===== src/rtl/prefix_adder_pipe.sv =====
// Pipelined Kogge-Stone adder/subtractor with valid/ready handshake.
// Carry-in occupies prefix position -1 (vector index 0); bit i sits at index i+1.
// A single global enable advances every stage at once, so a stalled output
// freezes the whole pipe, bubbles included.
module prefix_adder_pipe #(
  parameter int unsigned WIDTH         = 32,
  parameter int unsigned LVL_PER_STAGE = 1
) (
  input  logic             clk,
  input  logic             rst,
  input  logic             in_valid,
  output logic             in_ready,
  input  logic [WIDTH-1:0] a,
  input  logic [WIDTH-1:0] b,
  input  logic             cin,
  input  logic             sub,
  output logic             out_valid,
  input  logic             out_ready,
  output logic [WIDTH-1:0] sum,
  output logic             cout,
  output logic             ovf,
  output logic             zero
);

  localparam int unsigned LEVELS = $clog2(WIDTH);
  localparam int unsigned LAT    = (LEVELS + LVL_PER_STAGE - 1) / LVL_PER_STAGE + 1;
  // Stage registers ahead of the output register: the input stage plus one per
  // prefix group except the last, whose result lands in the output register.
  localparam int unsigned NG     = LAT - 1;
  localparam int unsigned N      = WIDTH + 1;

  localparam logic [1:0] KpgK = 2'b00;
  localparam logic [1:0] KpgP = 2'b01;
  localparam logic [1:0] KpgG = 2'b10;

  // One Kogge-Stone level: a propagate takes the value found span positions lower.
  function automatic logic [2*N-1:0] ks_level(input logic [2*N-1:0] v, input int unsigned span);
    logic [2*N-1:0] r;
    r = v;
    for (int unsigned i = 0; i < N; i++) begin
      if (i >= span && v[2*i +: 2] == KpgP) begin
        r[2*i +: 2] = v[2*(i-span) +: 2];
      end
    end
    return r;
  endfunction

  logic             en;
  logic [WIDTH-1:0] b_eff;
  logic             c_eff;
  logic [2*N-1:0]   kpg_in;

  logic [NG-1:0]    vld_q;
  logic [WIDTH-1:0] a_q    [NG];
  logic [WIDTH-1:0] be_q   [NG];
  logic [2*N-1:0]   kpg_q  [NG];

  logic [2*N-1:0]   lvl_in  [LEVELS];
  logic [2*N-1:0]   lvl_out [LEVELS];

  logic [2*N-1:0]   pre;
  logic [1:0]       top;
  logic [WIDTH-1:0] carry;
  logic [WIDTH-1:0] sum_d;
  logic             cout_d, ovf_d, zero_d;

  logic             out_valid_q;
  logic [WIDTH-1:0] sum_q;
  logic             cout_q, ovf_q, zero_q;

  assign en        = out_ready || !out_valid_q;
  assign in_ready  = en;
  assign out_valid = out_valid_q;
  assign sum       = sum_q;
  assign cout      = cout_q;
  assign ovf       = ovf_q;
  assign zero      = zero_q;

  // Operand conditioning and per-position kill/propagate/generate.
  always_comb begin
    b_eff        = sub ? ~b : b;
    c_eff        = sub | cin;
    kpg_in       = '0;
    kpg_in[1:0]  = c_eff ? KpgG : KpgK;
    for (int i = 0; i < WIDTH; i++) begin
      if (a[i] & b_eff[i]) begin
        kpg_in[2*(i+1) +: 2] = KpgG;
      end else if (a[i] ^ b_eff[i]) begin
        kpg_in[2*(i+1) +: 2] = KpgP;
      end else begin
        kpg_in[2*(i+1) +: 2] = KpgK;
      end
    end
  end

  // Prefix levels; a group starts from a stage register, later levels chain combinationally.
  for (genvar j = 0; j < LEVELS; j++) begin : g_lvl
    if (j % LVL_PER_STAGE == 0) begin : g_from_reg
      assign lvl_in[j] = kpg_q[j / LVL_PER_STAGE];
    end else begin : g_from_comb
      assign lvl_in[j] = lvl_out[j-1];
    end
    assign lvl_out[j] = ks_level(lvl_in[j], 2**j);
  end

  // Stage registers: operands and kpg at the input, prefix state at each group boundary.
  always_ff @(posedge clk or posedge rst) begin
    if (rst) begin
      vld_q <= '0;
      for (int s = 0; s < NG; s++) begin
        a_q[s]   <= '0;
        be_q[s]  <= '0;
        kpg_q[s] <= '0;
      end
    end else if (en) begin
      vld_q[0] <= in_valid;
      a_q[0]   <= a;
      be_q[0]  <= b_eff;
      kpg_q[0] <= kpg_in;
      for (int s = 1; s < NG; s++) begin
        vld_q[s] <= vld_q[s-1];
        a_q[s]   <= a_q[s-1];
        be_q[s]  <= be_q[s-1];
        kpg_q[s] <= lvl_out[s*LVL_PER_STAGE-1];
      end
    end
  end

  // Carries, sum and flags from the completed prefix.
  always_comb begin
    pre = lvl_out[LEVELS-1];
    for (int i = 0; i < WIDTH; i++) begin
      carry[i] = (pre[2*i +: 2] == KpgG);
    end
    sum_d  = a_q[NG-1] ^ be_q[NG-1] ^ carry;
    // Top span stops just short of position -1; an all-propagate word passes the carry-in.
    top    = pre[2*WIDTH +: 2];
    cout_d = (top == KpgG) || (top == KpgP && pre[1:0] == KpgG);
    ovf_d  = (a_q[NG-1][WIDTH-1] == be_q[NG-1][WIDTH-1]) &&
             (sum_d[WIDTH-1] != a_q[NG-1][WIDTH-1]);
    zero_d = (sum_d == '0);
  end

  // Output register; holds while the consumer stalls.
  always_ff @(posedge clk or posedge rst) begin
    if (rst) begin
      out_valid_q <= 1'b0;
      sum_q       <= '0;
      cout_q      <= 1'b0;
      ovf_q       <= 1'b0;
      zero_q      <= 1'b0;
    end else if (en) begin
      out_valid_q <= vld_q[NG-1];
      sum_q       <= sum_d;
      cout_q      <= cout_d;
      ovf_q       <= ovf_d;
      zero_q      <= zero_d;
    end
  end

endmodule


===== config.mk =====
export PLATFORM = sky130hd
export DESIGN_NAME = prefix_adder_pipe
export DESIGN_NICKNAME = d
export VERILOG_FILES = /design/src/rtl/prefix_adder_pipe.sv
export SDC_FILE = /design/constraint.sdc
export NUM_CORES = 2
export LEC_CHECK = 0
export CORE_ASPECT_RATIO = 0.5
export CORE_MARGIN = 4
export CORE_UTILIZATION = 35
export CTS_CLUSTER_DIAMETER = 50
export DETAILED_ROUTE_END_ITERATION = 7
export GPL_TIMING_DRIVEN = 0
export PLACE_DENSITY = 0.62
export SLEW_MARGIN = 20
export SYNTH_ARGS = -nofsm -noshare
export SYNTH_HDL_FRONTEND = slang
export SYNTH_SLANG_ARGS = --single-unit

===== constraint.sdc =====
create_clock -name clk -period 29.4 [get_ports clk]
set_input_delay 5.88 -clock clk [delete_from_list [all_inputs] [get_ports clk]]
set_output_delay 5.88 -clock clk [all_outputs]
set_load 0.05 [all_outputs]

### Yosys cells after proc, flatten, opt, wreduce, memory -nomap -nowiden

Cells that the tools add are included.

* equality and inequality tests: 170
* multiplexer cells: 200
* bitwise operators: 68
* reduce and logical (&&, ||, !) cells: 6

Operator list (number)
* 2-to-1 mux 2 bit: 167
* == test 2 x 1 -> 1 bit (second input constant): 135
* == test 2 bit (second input constant): 33
* XOR 32 bit: 2
* bitwise AND 1 bit: 32
* zero test 32 bit: 1
* 2-to-1 mux 1 bit: 32
* 2-to-1 mux 32 bit: 1
* inverter 32 bit: 1
* XOR 1 bit: 32
* logical AND 1 bit: 2
* logical OR 1 bit: 2
* == test 1 bit: 1
* zero test 1 bit: 1
* != test 1 bit: 1
* bitwise OR 1 bit: 1

* register bits after elaboration: 691
* bits of input ports: 70
* output and inout port bits: 37
* logic and storage cells: 465

### Longest topological paths before layout

* depth after elaboration: 6
* depth in mapped cells: 7
* mapped depth without buffers: 6

### Worst setup path before layout

OpenSTA, ideal clock, no wires.

* kind: in2out
* from: in out_ready
* to: out in_ready
* arrival: 6.708 ns
* data required time: 23.520 ns
* slack: 16.812 ns
* cell stages on the path: 5
* buffers on the path: 3
* cell sequence: nor2b_1 buf_6 inv_2 buf_2 buf_2

* longest elaborated chain between the ends: 1

Ends and longest elaborated chain
* start, declared: line 18 `input logic out_ready,`
* logical OR 1 bit: line 71 `assign en = out_ready || !out_valid_q;`
* end, declared: line 12 `output logic in_ready,`

No other way between the ends.

### Worst setup path after layout

Same ends and word-level chain as after synthesis.

==> parameters.txt <==
Parameter                              Value

Setup path
  Startpoint kind of the worst setup timing path ... input port
  Crit Path Max Fanout ... 10
  Kind of end point of the critical path ... output port
  Endpoint required time on the critical path ... 23.52 ns
  Type of the worst setup path ... in -> out
  Arrival time at the worst endpoint ... 8.51 ns

Placed design
  Total placed instance area ... 0.0304 sq mm
  Port Buffers ... 105
  Hpwl dp ... 64400 microns
  Gp weighted congestion ... 0.914
  Worst setup timing slack at the placement stage ... 15.03 ns

Clocking
  Clock slew at the register clock pins of the worst setup and hold paths ... 0.06 ns
  CTS tree ... yes
  Maximum number of buffers from clock root to sink ... 3
  Number of buffers added for setup after CTS ... 0
  Root buffer cell ... sky130_fd_sc_hd__clkbuf_16
  Max H-tree Level ... 3
  Number of clock sinks ... 686
  Number of gates resized after CTS ... 0
  Worst-skew pair later-pin latency ... 0.60 ns
  Hold-fix buffers, CTS ... 0
  Number of buffers added by the clock tree synthesis step ... 66

Detailed routing
  DRT Pass-1 Iters ... 6
  Average detailed-routed wire length per instance ... 19.3 microns
  Antenna-violating nets left ... 0
  Routed via count divided by cell count ... 4.91
  Total detailed-routing wirelength ... 83800 microns
  DRC ... 0
  Via total after detailed routing ... 21300
  Iteration-0 DRC Markers ... 2063

Finish
  Number of nets in the layout ... 3354
  Post-route cell area ... 0.0325 sq mm
  Most common library cell in the layout ignoring fill and taps ... sky130_fd_sc_hd__nand2_1
  Layout cells sized above 1 ... 6.40%
  Most used cells in the layout excluding fill and tap cells ... 1407 x sky130_fd_sc_hd__nand2_1, 686 x sky130_fd_sc_hd__dfrtp_1, 343 x sky130_fd_sc_hd__o21ai_0, 142 x sky130_fd_sc_hd__a21oi_1, 127 x sky130_fd_sc_hd__nor2_1
  Synthesis-to-finish area growth ... 16.8%
  Finished Core Util ... 41.7%

Synth
  Synthesized area per cell ... 9.07 sq um
  Sequential fraction of the synthesis area ... 61.6%
  Synthesized Nets ... 3174
  Number of warnings printed during yosys synthesis ... 0
  Mapped Cells ... 3072
  Cell area after synthesis ... 0.0279 sq mm
  Synthesis-stage register bit count ... 686
  Netlist cell types ... 32

Die
  Width of the die ... 407 microns
  Vertical die dimension ... 208 microns
  Die ar. ... 0.0845 sq mm
  I/O Pins ... 107
  Floorplan Core Area ... 0.0781 sq mm
  Initial core utilization ... 35.7%
  Rows ... 72

Global routing
  Via count of the first global-routing pass ... 20500
  Largest net degree at the start of global routing ... 105
  Antenna violations before repair ... 6
  Total routing resource utilization after global routing ... 19.8%
  Total global routing overflow ... 0
  Wire length of the first global-routing pass ... 126000 microns

Outcome
  Run status ... complete, no violations

Pwr
  Final Total Pwr ... 3.66 mW
  Leakage ... 15.7 nW
  Max IR drop VDD ... 47.0 uV
  Pwr/cell area ... 113 mW/mm^2

Timing
  Portion of the clock cycle consumed by the worst path in the final layout ... 49.0%
  RSZ-0062 raised after global routing ... no
  Slew HR ... 41.7%
  Clock skew after layout ... 0.0247 ns
  Tightest Pin Transition ... 0.874 ns
  Max Clk Rate ... 69.5 MHz
  Hold Violations, Final ... 0
  Minimum clock period ... 14.39 ns
  Total Neg Setup Slack ... 0 ns
  Post-layout worst setup margin ... 15.01 ns
  Number of failing setup endpoints in the final timing report ... 0
  Final Max Slew Viols ... 0

Worst hold path
  Class of the tightest hold or removal check ... reg -> reg

Job
  Max-capacitance violation count ... 0
-- where the power goes --
part / internal (mW) / total, mW / switching (mW)
Combinational: 0.374 / 1.11 / 0.736
Clock: 0.486 / 0.850 / 0.363
Sequential: 1.34 / 1.71 / 0.364
Total: 2.20 / 3.66 / 1.46
-- worst max-delay path: stages --
cell,delay [ns]
sky130_fd_sc_hd__clkdlybuf4s50_1,0.45
sky130_fd_sc_hd__nor2b_1,0.12
sky130_fd_sc_hd__buf_6,0.19
sky130_fd_sc_hd__inv_2,0.26
sky130_fd_sc_hd__buf_2,0.39
sky130_fd_sc_hd__buf_2,0.34
sky130_fd_sc_hd__clkdlybuf4s50_1,0.85
-- final timing paths --
path / from / endpoint / slack, ns / cells after the start
max: out_ready / in_ready / 15.01 / 7
min: kpg_q[2]$_DFFE_PP0P_ / kpg_q[2]$_DFFE_PP0P_ / 0.46 / 2
max reg2reg: out_valid$_DFFE_PP0P_ / kpg_q[2]$_DFFE_PP0P_ / 26.71 / 7
min reg2reg: kpg_q[2]$_DFFE_PP0P_ / kpg_q[2]$_DFFE_PP0P_ / 0.46 / 2
max in group asynchronous: rst / a_q[151]$_DFFE_PP0P_ / 22.29 / 4
min in group asynchronous: rst / sum[6]$_DFFE_PP0P_ / 5.73 / 2
-- layout make-up --
class	count	area (sq um)
inverter	12	52.6
clock inverter	17	173
sequential	686	17200
clock buffer	96	1950
tap	1036	1300
multi-input combinational	2219	9950
antenna	1	2.50
timing repair buffer	112	1240
fill	7655	45600
buffer	155	711
-- cells by family after synthesis --
group	after synthesis	synth area share (%)
AOI/OAI and AO/OA	501	9.13
DFF	686	61.6
adders and majority gates	32	1.44
and+or+nand+nor	1589	22.1
xor gates and xnor gates	96	3.02
muxes	1	0.0359
buffers and inverters	167	2.71
-- Yosys cell counts --
cell | number | share of area [%]
sky130_fd_sc_hd__inv_2 | 1 | 0.013
sky130_fd_sc_hd__o21ai_1 | 2 | 0.036
sky130_fd_sc_hd__nand2b_1 | 12 | 0.27
sky130_fd_sc_hd__nor4bb_1 | 7 | 0.25
sky130_fd_sc_hd__xor2_1 | 39 | 1.2
sky130_fd_sc_hd__inv_1 | 11 | 0.15
sky130_fd_sc_hd__nor2b_1 | 12 | 0.27
sky130_fd_sc_hd__o211ai_1 | 10 | 0.27
sky130_fd_sc_hd__nor3_1 | 5 | 0.090
sky130_fd_sc_hd__nor4_2 | 1 | 0.045
sky130_fd_sc_hd__a32o_1 | 1 | 0.036
sky130_fd_sc_hd__or3_1 | 1 | 0.022
sky130_fd_sc_hd__nor2_1 | 127 | 1.7
sky130_fd_sc_hd__xnor2_1 | 57 | 1.8
sky130_fd_sc_hd__nand2_1 | 1407 | 19
sky130_fd_sc_hd__buf_1 | 2 | 0.027
sky130_fd_sc_hd__a21oi_1 | 142 | 2.6
sky130_fd_sc_hd__buf_2 | 96 | 1.7
sky130_fd_sc_hd__clkbuf_1 | 56 | 0.75
sky130_fd_sc_hd__and4bb_1 | 1 | 0.045
sky130_fd_sc_hd__nand3_1 | 7 | 0.13
sky130_fd_sc_hd__buf_6 | 1 | 0.040
sky130_fd_sc_hd__a21oi_2 | 1 | 0.031
sky130_fd_sc_hd__o21ai_0 | 343 | 6.2
sky130_fd_sc_hd__a31oi_1 | 2 | 0.045
sky130_fd_sc_hd__nand4_1 | 4 | 0.090
sky130_fd_sc_hd__nor2b_2 | 1 | 0.031
sky130_fd_sc_hd__ha_1 | 32 | 1.4
sky130_fd_sc_hd__nor2b_4 | 3 | 0.15
sky130_fd_sc_hd__dfrtp_1 | 686 | 62
sky130_fd_sc_hd__nand3b_1 | 1 | 0.027
sky130_fd_sc_hd__mux2i_1 | 1 | 0.036
-- sequential cells by signal (all words and copies together) (netlist names) --
| register | cells |
|---|---|
| a_q | 160 |
| be_q | 160 |
| cout | 1 |
| kpg_q | 325 |
| out_valid | 1 |
| ovf | 1 |
| sum | 32 |
| vld_q | 5 |
| zero | 1 |
-- stage by stage --
stage	std cells	hold WS [ns]
6_report	4334	0.459
5_1_grt	4333	0.480
4_1_cts	4333	0.461
3_5_place_dp	4220	0.448
3_3_place_gp	4213	0.442
2_1_floorplan	3072	0.430
-- routing by layer --
layer | part of all wire, % | track usage [%] | vias up
li1 | - | - | 10200
met1 | 48 | 30.1 | 10500
met2 | 41 | 28.0 | 514
met3 | 7.9 | 5.26 | 109
met4 | 2.4 | 4.90 | 8
met5 | 0.050 | 0 | -
Note: power is estimated with default switching activity, not from simulation.
